## config.mk

```make
export PLATFORM = sky130hd
export DESIGN_NAME = issue_scoreboard_flat
export DESIGN_NICKNAME = d
export VERILOG_FILES = /design/src/rtl/issue_scoreboard_pkg.sv /design/src/rtl/issue_scoreboard_if.sv /design/src/rtl/issue_scoreboard_hazard_check.sv /design/src/rtl/issue_scoreboard.sv /design/src/flat_wrapper.sv
export SDC_FILE = /design/constraint.sdc
export NUM_CORES = 1
export LEC_CHECK = 0
export ABC_CLOCK_PERIOD_IN_PS = 6600
export CAP_MARGIN = 20
export CORE_MARGIN = 4
export CORE_UTILIZATION = 35
export DETAILED_ROUTE_END_ITERATION = 6
export PLACE_DENSITY = 0.62
export SYNTH_ARGS = -nofsm -noshare
export SYNTH_HDL_FRONTEND = slang
export SYNTH_HIERARCHICAL = 1
export SYNTH_SLANG_ARGS = --single-unit
```

## constraint.sdc

```tcl
create_clock -name i_clk -period 6.6 [get_ports i_clk]
set_clock_uncertainty 0.2 [all_clocks]
set_input_delay 1.98 -clock i_clk [delete_from_list [all_inputs] [get_ports i_clk]]
set_output_delay 1.98 -clock i_clk [all_outputs]
set_load 0.02 [all_outputs]
```

## src/rtl/issue_scoreboard_pkg.sv

```systemverilog
// Shared definitions for the dual-issue scoreboard: register file geometry,
// the hardwired-zero register index and the debug stall-reason encoding.
package issue_scoreboard_pkg;

  localparam int NUM_REGS = 32;
  localparam int REG_AW   = 5;

  localparam logic [REG_AW-1:0] ZERO_REG = '0;

  typedef enum logic [2:0] {
    STALL_NONE      = 3'd0,
    STALL_RAW       = 3'd1,
    STALL_WAW       = 3'd2,
    STALL_PAIR_RAW  = 3'd3,
    STALL_PAIR_WAW  = 3'd4,
    STALL_NOT_READY = 3'd5,
    STALL_FLUSH     = 3'd6
  } stall_reason_e;

endpackage

```

## src/rtl/issue_scoreboard_if.sv

```systemverilog
// Decode/writeback/issue bundle between ID and the scoreboard.
//   master : ID stage + regfile write ports (drive slots, wb, flush, ex_ready)
//   slave  : scoreboard (returns issue_1 / issue_2)
interface issue_scoreboard_if;
  import issue_scoreboard_pkg::*;

  logic              flush;
  logic              ex_ready;
  logic              valid_1,  valid_2;
  logic [REG_AW-1:0] rs1_1,    rs2_1,    rs1_2,    rs2_2;
  logic              use_rs1_1, use_rs2_1, use_rs1_2, use_rs2_2;
  logic [REG_AW-1:0] rd_1,     rd_2;
  logic              wen_1,    wen_2;
  logic              wb_we_1,  wb_we_2;
  logic [REG_AW-1:0] wb_rd_1,  wb_rd_2;
  logic              issue_1,  issue_2;

  modport master (
    output flush, ex_ready, valid_1, valid_2,
           rs1_1, rs2_1, rs1_2, rs2_2,
           use_rs1_1, use_rs2_1, use_rs1_2, use_rs2_2,
           rd_1, rd_2, wen_1, wen_2,
           wb_we_1, wb_we_2, wb_rd_1, wb_rd_2,
    input  issue_1, issue_2
  );

  modport slave (
    input  flush, ex_ready, valid_1, valid_2,
           rs1_1, rs2_1, rs1_2, rs2_2,
           use_rs1_1, use_rs2_1, use_rs1_2, use_rs2_2,
           rd_1, rd_2, wen_1, wen_2,
           wb_we_1, wb_we_2, wb_rd_1, wb_rd_2,
    output issue_1, issue_2
  );

endinterface

```

## src/rtl/issue_scoreboard_hazard_check.sv

```systemverilog
// Per-slot hazard detection against the registered busy vector.
//   i_busy              pending-write vector
//   i_rs1/i_rs2, i_use_* source indices and their read enables
//   i_rd, i_wen          destination and write enable (WAW check)
//   o_hazard             slot must not issue
//   o_reason             RAW takes precedence over WAW
module issue_scoreboard_hazard_check
  import issue_scoreboard_pkg::*;
(
  input  logic [NUM_REGS-1:0] i_busy,
  input  logic [REG_AW-1:0]   i_rs1,
  input  logic [REG_AW-1:0]   i_rs2,
  input  logic                i_use_rs1,
  input  logic                i_use_rs2,
  input  logic [REG_AW-1:0]   i_rd,
  input  logic                i_wen,
  output logic                o_hazard,
  output stall_reason_e       o_reason
);

  logic w_raw;
  logic w_waw;

  assign w_raw = (i_use_rs1 && (i_rs1 != ZERO_REG) && i_busy[i_rs1]) ||
                 (i_use_rs2 && (i_rs2 != ZERO_REG) && i_busy[i_rs2]);
  assign w_waw = i_wen && (i_rd != ZERO_REG) && i_busy[i_rd];

  assign o_hazard = w_raw | w_waw;
  assign o_reason = w_raw ? STALL_RAW : (w_waw ? STALL_WAW : STALL_NONE);

endmodule

```

## src/rtl/issue_scoreboard.sv

```systemverilog
// Dual-issue scoreboard between ID and EX. Tracks registers with a write in
// flight, decides issue for the two decode slots and keeps stall / dual-issue
// performance counters.
//   i_clk, i_rst_n      clock, async active-low reset
//   sb                  decode/writeback/issue bundle (slave side)
//   o_busy              registered pending-write vector (bit 0 always 0)
//   o_stall_cnt         cycles with slot 1 valid but not issued (saturating)
//   o_dual_cnt          cycles with slot 2 issued (saturating)
//   o_reason_1/2        debug: why each slot is held this cycle
module issue_scoreboard
  import issue_scoreboard_pkg::*;
#(
  parameter int CNT_W = 32
) (
  input  logic                i_clk,
  input  logic                i_rst_n,
  issue_scoreboard_if.slave   sb,
  output logic [NUM_REGS-1:0] o_busy,
  output logic [CNT_W-1:0]    o_stall_cnt,
  output logic [CNT_W-1:0]    o_dual_cnt,
  output stall_reason_e       o_reason_1,
  output stall_reason_e       o_reason_2
);

  localparam logic [CNT_W-1:0] CNT_ONE = {{(CNT_W-1){1'b0}}, 1'b1};

  logic [NUM_REGS-1:0] r_busy;
  logic [NUM_REGS-1:0] w_busy_nxt;
  logic [CNT_W-1:0]    r_stall_cnt;
  logic [CNT_W-1:0]    r_dual_cnt;
  logic                w_hazard_1, w_hazard_2;
  stall_reason_e       w_hz_reason_1, w_hz_reason_2;
  logic                w_pair_raw, w_pair_waw;
  logic                w_issue_1, w_issue_2;

  issue_scoreboard_hazard_check u_hz_1 (
    .i_busy    (r_busy),
    .i_rs1     (sb.rs1_1),
    .i_rs2     (sb.rs2_1),
    .i_use_rs1 (sb.use_rs1_1),
    .i_use_rs2 (sb.use_rs2_1),
    .i_rd      (sb.rd_1),
    .i_wen     (sb.wen_1),
    .o_hazard  (w_hazard_1),
    .o_reason  (w_hz_reason_1)
  );

  issue_scoreboard_hazard_check u_hz_2 (
    .i_busy    (r_busy),
    .i_rs1     (sb.rs1_2),
    .i_rs2     (sb.rs2_2),
    .i_use_rs1 (sb.use_rs1_2),
    .i_use_rs2 (sb.use_rs2_2),
    .i_rd      (sb.rd_2),
    .i_wen     (sb.wen_2),
    .o_hazard  (w_hazard_2),
    .o_reason  (w_hz_reason_2)
  );

  // Slot 2 cannot see slot 1's result in the same cycle, nor may both
  // claim the same destination.
  assign w_pair_raw = sb.wen_1 && (sb.rd_1 != ZERO_REG) &&
                      ((sb.use_rs1_2 && (sb.rs1_2 == sb.rd_1)) ||
                       (sb.use_rs2_2 && (sb.rs2_2 == sb.rd_1)));
  assign w_pair_waw = sb.wen_1 && sb.wen_2 && (sb.rd_1 == sb.rd_2) &&
                      (sb.rd_1 != ZERO_REG);

  assign w_issue_1 = sb.valid_1 && sb.ex_ready && !sb.flush && !w_hazard_1;
  assign w_issue_2 = w_issue_1 && sb.valid_2 && !w_hazard_2 &&
                     !w_pair_raw && !w_pair_waw;

  assign sb.issue_1 = w_issue_1;
  assign sb.issue_2 = w_issue_2;

  always_comb begin
    o_reason_1 = STALL_NONE;
    if (sb.valid_1) begin
      if (sb.flush)          o_reason_1 = STALL_FLUSH;
      else if (!sb.ex_ready) o_reason_1 = STALL_NOT_READY;
      else                   o_reason_1 = w_hz_reason_1;
    end
  end

  always_comb begin
    o_reason_2 = STALL_NONE;
    if (sb.valid_2 && !w_issue_2) begin
      if (!w_issue_1)       o_reason_2 = (o_reason_1 == STALL_NONE) ? STALL_NOT_READY : o_reason_1;
      else if (w_hazard_2)  o_reason_2 = w_hz_reason_2;
      else if (w_pair_raw)  o_reason_2 = STALL_PAIR_RAW;
      else                  o_reason_2 = STALL_PAIR_WAW;
    end
  end

  // Clears first, then sets: a newer issuer to the same register wins over
  // an older writeback landing on the same edge.
  always_comb begin
    w_busy_nxt = r_busy;
    if (sb.wb_we_1) w_busy_nxt[sb.wb_rd_1] = 1'b0;
    if (sb.wb_we_2) w_busy_nxt[sb.wb_rd_2] = 1'b0;
    if (w_issue_1 && sb.wen_1 && (sb.rd_1 != ZERO_REG)) w_busy_nxt[sb.rd_1] = 1'b1;
    if (w_issue_2 && sb.wen_2 && (sb.rd_2 != ZERO_REG)) w_busy_nxt[sb.rd_2] = 1'b1;
    if (sb.flush) w_busy_nxt = '0;
    w_busy_nxt[0] = 1'b0;
  end

  always_ff @(posedge i_clk or negedge i_rst_n) begin
    if (!i_rst_n) begin
      r_busy      <= '0;
      r_stall_cnt <= '0;
      r_dual_cnt  <= '0;
    end else begin
      r_busy <= w_busy_nxt;
      if (sb.valid_1 && !w_issue_1 && (r_stall_cnt != '1))
        r_stall_cnt <= r_stall_cnt + CNT_ONE;
      if (w_issue_2 && (r_dual_cnt != '1))
        r_dual_cnt <= r_dual_cnt + CNT_ONE;
    end
  end

  assign o_busy      = r_busy;
  assign o_stall_cnt = r_stall_cnt;
  assign o_dual_cnt  = r_dual_cnt;

endmodule

```

## src/flat_wrapper.sv

```systemverilog
// flat-port wrapper written by rule: the top's interface ports become plain ports
module issue_scoreboard_flat import issue_scoreboard_pkg::*;
#(
  parameter int CNT_W = 32
)
  (i_clk, i_rst_n, o_busy, o_stall_cnt, o_dual_cnt, o_reason_1, o_reason_2, sb_flush, sb_ex_ready, sb_valid_1, sb_valid_2, sb_rs1_1, sb_rs2_1, sb_rs1_2, sb_rs2_2, sb_use_rs1_1, sb_use_rs2_1, sb_use_rs1_2, sb_use_rs2_2, sb_rd_1, sb_rd_2, sb_wen_1, sb_wen_2, sb_wb_we_1, sb_wb_we_2, sb_wb_rd_1, sb_wb_rd_2, sb_issue_1, sb_issue_2);
  issue_scoreboard_if sb_i ();
  input  logic i_clk;
  input  logic i_rst_n;
  output logic [NUM_REGS-1:0] o_busy;
  output logic [CNT_W-1:0] o_stall_cnt;
  output logic [CNT_W-1:0] o_dual_cnt;
  output stall_reason_e o_reason_1;
  output stall_reason_e o_reason_2;
  input wire logic [$bits(sb_i.flush)-1:0] sb_flush;
  input wire logic [$bits(sb_i.ex_ready)-1:0] sb_ex_ready;
  input wire logic [$bits(sb_i.valid_1)-1:0] sb_valid_1;
  input wire logic [$bits(sb_i.valid_2)-1:0] sb_valid_2;
  input wire logic [$bits(sb_i.rs1_1)-1:0] sb_rs1_1;
  input wire logic [$bits(sb_i.rs2_1)-1:0] sb_rs2_1;
  input wire logic [$bits(sb_i.rs1_2)-1:0] sb_rs1_2;
  input wire logic [$bits(sb_i.rs2_2)-1:0] sb_rs2_2;
  input wire logic [$bits(sb_i.use_rs1_1)-1:0] sb_use_rs1_1;
  input wire logic [$bits(sb_i.use_rs2_1)-1:0] sb_use_rs2_1;
  input wire logic [$bits(sb_i.use_rs1_2)-1:0] sb_use_rs1_2;
  input wire logic [$bits(sb_i.use_rs2_2)-1:0] sb_use_rs2_2;
  input wire logic [$bits(sb_i.rd_1)-1:0] sb_rd_1;
  input wire logic [$bits(sb_i.rd_2)-1:0] sb_rd_2;
  input wire logic [$bits(sb_i.wen_1)-1:0] sb_wen_1;
  input wire logic [$bits(sb_i.wen_2)-1:0] sb_wen_2;
  input wire logic [$bits(sb_i.wb_we_1)-1:0] sb_wb_we_1;
  input wire logic [$bits(sb_i.wb_we_2)-1:0] sb_wb_we_2;
  input wire logic [$bits(sb_i.wb_rd_1)-1:0] sb_wb_rd_1;
  input wire logic [$bits(sb_i.wb_rd_2)-1:0] sb_wb_rd_2;
  output wire logic [$bits(sb_i.issue_1)-1:0] sb_issue_1;
  output wire logic [$bits(sb_i.issue_2)-1:0] sb_issue_2;
  assign sb_i.flush = sb_flush;
  assign sb_i.ex_ready = sb_ex_ready;
  assign sb_i.valid_1 = sb_valid_1;
  assign sb_i.valid_2 = sb_valid_2;
  assign sb_i.rs1_1 = sb_rs1_1;
  assign sb_i.rs2_1 = sb_rs2_1;
  assign sb_i.rs1_2 = sb_rs1_2;
  assign sb_i.rs2_2 = sb_rs2_2;
  assign sb_i.use_rs1_1 = sb_use_rs1_1;
  assign sb_i.use_rs2_1 = sb_use_rs2_1;
  assign sb_i.use_rs1_2 = sb_use_rs1_2;
  assign sb_i.use_rs2_2 = sb_use_rs2_2;
  assign sb_i.rd_1 = sb_rd_1;
  assign sb_i.rd_2 = sb_rd_2;
  assign sb_i.wen_1 = sb_wen_1;
  assign sb_i.wen_2 = sb_wen_2;
  assign sb_i.wb_we_1 = sb_wb_we_1;
  assign sb_i.wb_we_2 = sb_wb_we_2;
  assign sb_i.wb_rd_1 = sb_wb_rd_1;
  assign sb_i.wb_rd_2 = sb_wb_rd_2;
  assign sb_issue_1 = sb_i.issue_1;
  assign sb_issue_2 = sb_i.issue_2;
  issue_scoreboard #(.CNT_W(CNT_W)) u_core (.i_clk(i_clk), .i_rst_n(i_rst_n), .sb(sb_i), .o_busy(o_busy), .o_stall_cnt(o_stall_cnt), .o_dual_cnt(o_dual_cnt), .o_reason_1(o_reason_1), .o_reason_2(o_reason_2));
endmodule
```

After elaboration in Yosys (flattened, before gate mapping)
Cells that the tools add are included.

storage, ports and cells
  register bits = 95
  output and inout port bits = 104
  logic and storage cells = 121

operators by class
  add/sub/neg operators = 2
  $lt $le $gt $ge = 12
  equality and inequality tests = 5
  mux-type cells = 37
  bitwise operators = 8
  reductions and logical operators = 54

operator list
  cell                   count
  $mux 32                5
  $add 32x1->32 const B  2
  $and 32x32->32         2
  $ne 32x32->1 const B   2
  $not 32->32            2
  $or 32x32->32          2
  $lt 5x6->1 const B     8
  $logic_and 1x1->1      37
  $bmux 1 s5             6
  $reduce_bool 5->1      6
  $mux 3                 8
  $demux 1 s5            4
  $ge 5x1->1 const B     4
  $eq 5x5->1             3
  $mux 1                 10
  $mux 2                 4
  $logic_not 1->1        7
  $logic_not 3->1        1
  $logic_or 1x1->1       3
  $or 1x1->1             2

Depth between registers and ports, before layout
  depth after elaboration = 15
  mapped depth = 13
  mapped depth without buffers = 11

By module
Netlist, hierarchy kept.

by module, submodules not included
  module                         instances  cells an instance  area an instance (µm²)  seq. area each (µm²)
  issue_scoreboard               1          586                5,476.5                 2,377.3
  issue_scoreboard_hazard_check  2          84                 955.9                   0.0

Worst setup path after synthesis
No wires, ideal clock.

  path kind = input -> output
  from = in sb_rd_1[0]
  to = out o_reason_2[1]
  arrival time = 4.735 ns
  required time = 4.420 ns
  path slack = -0.315 ns
  stages on the path = 12
  path buffers = 2
  path through = buf_4 mux4_2 mux2i_1 or4b_1 a32o_1 or3b_1 and4bb_1 buf_4 nand3b_1 a311oi_4 nand2b_1 a211oi_1

between the ends
  cells in the longest elaborated chain, start to end = 13

RTL lines
  what                                                               line                                 source
  start: declaration                                                 flat_wrapper.sv:27                   input wire logic [$bits(sb_i.rd_1)-1:0] sb_rd_1;
  $bmux 1 s5 or $reduce_bool 5->1 (tied branches)                    issue_scoreboard_hazard_check.sv:26  assign w_waw = i_wen && (i_rd != ZERO_REG) && i_busy[i_rd];
  $mux 1 (implied by the code) or $logic_and 1x1->1 (tied branches)  issue_scoreboard_hazard_check.sv:26
  $logic_and 1x1->1 (*)                                              issue_scoreboard_hazard_check.sv:26
  $or 1x1->1 (*)                                                     issue_scoreboard_hazard_check.sv:28  assign o_hazard = w_raw | w_waw;
  net u_core.w_hazard_1                                              issue_scoreboard.sv:31               logic w_hazard_1, w_hazard_2;
  $logic_not 1->1 (*)                                                issue_scoreboard.sv:68               assign w_issue_1 = sb.valid_1 && sb.ex_ready && !sb.flush && !w_hazard_1;
  $logic_and 1x1->1 (*)                                              issue_scoreboard.sv:68
  net sb_issue_1                                                     flat_wrapper.sv:35                   output wire logic [$bits(sb_i.issue_1)-1:0] sb_issue_1;
  $logic_and 1x1->1 (3 in a row)                                     issue_scoreboard.sv:69               assign w_issue_2 = w_issue_1 && sb.valid_2 && !w_hazard_2 &&
  $logic_and 1x1->1                                                  issue_scoreboard.sv:70               !w_pair_raw && !w_pair_waw;
  $logic_not 1->1                                                    issue_scoreboard.sv:86               if (sb.valid_2 && !w_issue_2) begin
  $logic_and 1x1->1                                                  issue_scoreboard.sv:86
  $mux 3 (*)                                                         issue_scoreboard.sv:86
  end: declaration                                                   flat_wrapper.sv:14                   output stall_reason_e o_reason_2;

The timed path passes the listed nets; every way through them passes the cells marked *. The select of a mux whose other input is x is not followed.

Worst setup path after layout
  from = in sb_rs1_2[1]
  to = out o_reason_2[2]

between the ends
  cells in the longest elaborated chain, start to end = 12

RTL lines
  what                                                               line                                 source
  start: declaration                                                 flat_wrapper.sv:21                   input wire logic [$bits(sb_i.rs1_2)-1:0] sb_rs1_2;
  $bmux 1 s5 or $reduce_bool 5->1 (tied branches)                    issue_scoreboard_hazard_check.sv:24  assign w_raw = (i_use_rs1 && (i_rs1 != ZERO_REG) && i_busy[i_rs1]) ||
  $mux 1 (implied by the code) or $logic_and 1x1->1 (tied branches)  issue_scoreboard_hazard_check.sv:24
  $logic_and 1x1->1 (*)                                              issue_scoreboard_hazard_check.sv:24
  $logic_or 1x1->1 (*)                                               issue_scoreboard_hazard_check.sv:24
  $or 1x1->1 (*)                                                     issue_scoreboard_hazard_check.sv:28
  net u_core.w_hazard_2                                              issue_scoreboard.sv:31
  $logic_not 1->1                                                    issue_scoreboard.sv:69
  $logic_and 1x1->1 (2 in a row)                                     issue_scoreboard.sv:69
  $logic_and 1x1->1                                                  issue_scoreboard.sv:70
  $logic_not 1->1                                                    issue_scoreboard.sv:86
  $logic_and 1x1->1                                                  issue_scoreboard.sv:86
  $mux 3 (*)                                                         issue_scoreboard.sv:86

Marked as above.

==> flow_summary_export.csv <==
group,metric,value,unit
die,initial_core_util,36.1,%
global_route,grt_overflow,0,
critical_path,crit_fanout,5,
sta,max_freq,146,MHz
critical_path,cp.depth,12,
place,placed_area,9730,um^2
die,io_pins,158,
sta,fin_ws,-0.239,ns
yosys,yosysUniqueCellTypes,68,
drt,drc,0,
die,rows,52,
global_route,grt_max_degree,56,
drt,final_antenna_net_count,0,
sta,finalMaxSlewViolations,0,
die,core_area,20500,um^2
pwr,p_total,0.00154,W
yosys,yosysTopAreaCellShare,32.2,%
outcome,status,"complete, but fails checks",
yosys,yosysMostFrequentCell,"dfrtp_1",
global_route,track_usage,21.6,%
sta,finalSetupViolCount,4,
place,dp.final_hpwl,18.5,mm
yosys,yosys-top-cells-area,"dfrtp_1 (32%), mux4_2 (9.8%), xnor2_1 (7.7%), a22oi_1 (4.2%), nand3_1 (3.0%)",
cells_and_area,drive_above_1_share,22.4,%
critical_path,critPathLaunch,"sb_rs1_2[1]",
sta,slew_headroom,28.2,%
critical_path,crit_buf_inv,3,
drt,drt-total-wl,26.4,mm
clock_tree,clk_pin_slew,0.07,ns
clock_tree,cts_tree,"done",
cells_and_area,instances_no_fill,1253,
critical_path,slowest_delay,0.37,ns
yosys,synth_edf_count,0,
clock_tree,hold_buffers,0,
sta,rsz0062_at_grt,"true",
yosys,synth_top_cell_by_area,"dfrtp_1",
critical_path,crit_path_end,"o_reason_2[2]",
cells_and_area,nets,1034,
place,post-place-cells,1226,
critical_path,crit_slowest_cell,"or3b_1",
clock_tree,cts_root_buffer,"clkbuf_16",
hold_path,hold_path_class,"reg2reg",
place,pre_cts_ws,-1.25,ns
drt,drtPass1Iterations,5,
critical_path,worstReg2RegEnd,"u_core/o_busy[31]",
outcome,violations,"negative setup slack",
critical_path,cp.required,4.42,ns
yosys,syn_area_per_cell,9.80,um^2
global_route,grt_pass1_vias,7192,
die,die_y,153,um
critical_path,ff2ff_setup_slack,1.89,ns
critical_path,r2r-start,"u_core/o_busy[12]",
cells_and_area,post-route-util,49.8,%
cells_and_area,antenna-diode-count,0,
clock_tree,cts.path.max_buffers,2,
die,fp.dieArea,23500,um^2
pwr,cellPowerDensity,151,nW/um^2
clock_tree,cts-htree-levels,3,
critical_path,worstSetupPathType,"in2out",
yosys,synthFlopType,"dfrtp_1",
critical_path,path_common_cell,"buf_4",
place,port_buffers,156,
pwr,ir_drop,0.200,mV
sta,period_minus_slack,6.84,ns
yosys,synthTopCellsByCount,"dfrtp_1 (95), xnor2_1 (65), nand2_1 (56), nand3_1 (44), nor2_1 (43)",
die,die-width,153,um
critical_path,cp.arrival,4.66,ns
global_route,grt_pass1_wl,40.7,mm
yosys,postSynthCellCount,754,
clock_tree,clock-sinks,95,
sta,hold_viol,0,
cells_and_area,fin_area,10200,um^2
yosys,yosysSeqAreaShare,32.2,%
critical_path,critPathLaunchType,"input port",
clock_tree,numCtsBuffers,9,
global_route,grt_antenna_before_repair,0,
yosys,ys_ff_latch,95,
drt,wl_per_cell,21.1,um
critical_path,crit_chain,"dlygate4sd2_1, buf_4, and2b_2, a221oi_1, nor3_1, o311a_1, or3b_1, nand3b_1, a311oi_4, nand2b_4, a211oi_2, buf_4",
yosys,syn_area,7390,um^2
clock_tree,clkLatencyLatePin,0.35,ns
pwr,leakage,4.09,nW
drt,drt_iter0_markers,674,
place,place_congestion,0.890,
sta,period_share,104,%
sta,worstMarginPinSlew,1.08,ns
critical_path,end_kind,"output pin",
yosys,yosys_warnings,6,
cells_and_area,syn_to_final_growth,38.1,%
drt,vias,7285,
drt,drt-vias-per-instance,5.81,
critical_path,path_delay_family,"simple AND/OR/NAND/NOR gates",
flow_run,cap_violations,0,
cells_and_area,num-fill-cells,1902,
critical_path,worstRegToRegCells,13,
yosys,synthArstFlopShare,100,%
==> worst min path at each step <==
stage                        endpoint  cells past startpoint  slack (ns)                   start
2_1_floorplan  u_core/o_stall_cnt[12]                      1        0.39  u_core/o_stall_cnt[12]
3_3_place_gp    u_core/o_dual_cnt[30]                      1        0.28   u_core/o_dual_cnt[30]
3_5_place_dp   u_core/o_stall_cnt[12]                      1        0.28  u_core/o_stall_cnt[12]
4_1_cts         u_core/o_dual_cnt[31]                      1        0.30   u_core/o_dual_cnt[31]
5_1_grt         u_core/o_dual_cnt[30]                      1        0.31   u_core/o_dual_cnt[30]
6_report        u_core/o_dual_cnt[26]                      1        0.30   u_core/o_dual_cnt[26]
==> final cells by class <==
cell class / count / area, um^2 / area share [%]
Tap cell: 270 / 338 / 3.31
Sequential cell: 95 / 2380 / 23.3
Multi-Input combinational cell: 607 / 4780 / 46.8
Clock buffer: 10 / 239 / 2.34
Clock inverter: 6 / 53.8 / 0.527
Inverter: 8 / 30.0 / 0.294
Timing Repair Buffer: 257 / 2390 / 23.4
==> layer usage <==
layer | global-route usage (%) | vias up | part of all wire (%)
li1 | - | 3291 | -
met1 | 28.8 | 3530 | 42
met2 | 34.4 | 382 | 46
met3 | 4.30 | 82 | 8.5
met4 | 9.08 | 0 | 3.9
met5 | 0 | - | 0
==> repair_timing <==
action                     4_1_cts  5_1_grt
buffers inserted                 9        2
gates resized for setup         91       19
cloned                           2        0
setup endpoints to repair        7        7
pin swaps                       14        9
hold endpoints to repair         0        0
==> power breakdown <==
group,switching (W),leakage [nW],internal (W)
sequential,0.0000425,1.31,0.000611
clock,0.000234,0.146,0.000272
combinational,0.000190,2.64,0.000191
==> layout by cell type (no fill, tap or decap), types with 10 or more instances in the layout <==
| cell | count |
|---|---|
| nand4_1 | 29 |
| a21oi_1 | 16 |
| a22oi_1 | 41 |
| dfrtp_1 | 95 |
| xor2_1 | 12 |
| nor3b_1 | 17 |
| nand3_1 | 43 |
| mux2_2 | 11 |
| nand2_1 | 56 |
| buf_6 | 11 |
| mux4_2 | 33 |
| xnor2_1 | 65 |
| nand3b_1 | 10 |
| nor3_1 | 21 |
| nor2b_1 | 13 |
| buf_4 | 92 |
| o21ai_0 | 11 |
| mux2i_1 | 19 |
| clkdlybuf4s50_1 | 131 |
| o22ai_1 | 13 |
| nor2_1 | 43 |
| or2_2 | 12 |
| and3_1 | 23 |
==> per-stage QoR <==
step	TNS [ns]	hold slack [ns]
2_1_floorplan	-0.659	0.389
3_3_place_gp	-6.95	0.285
3_5_place_dp	-7.21	0.278
4_1_cts	-1.46	0.297
5_1_grt	-1.33	0.311
6_report	-0.825	0.296
==> state kept, by name, summed over array words and instances (netlist names) <==
name	count
u_core/o_dual_cnt	32
u_core/o_stall_cnt	32
u_core/o_busy	31
==> cell families (layout without fill, tap and decap cells) <==
| kind of cell | count (synthesis) | after routing | synth area share (%) |
|---|---|---|---|
| AOI/OAI and AO/OA | 131 | 131 | 12.5 |
| xor gates and xnor gates | 77 | 77 | 9.13 |
| adders and majority gates | 2 | 2 | 0.339 |
| buffers and inverters | 56 | 281 | 4.49 |
| DFF | 95 | 95 | 32.2 |
| muxes | 73 | 73 | 16.9 |
| other | 3 | 7 | 0.152 |
| and+or+nand+nor | 317 | 317 | 24.4 |
Power figures use the tool's default switching activity.
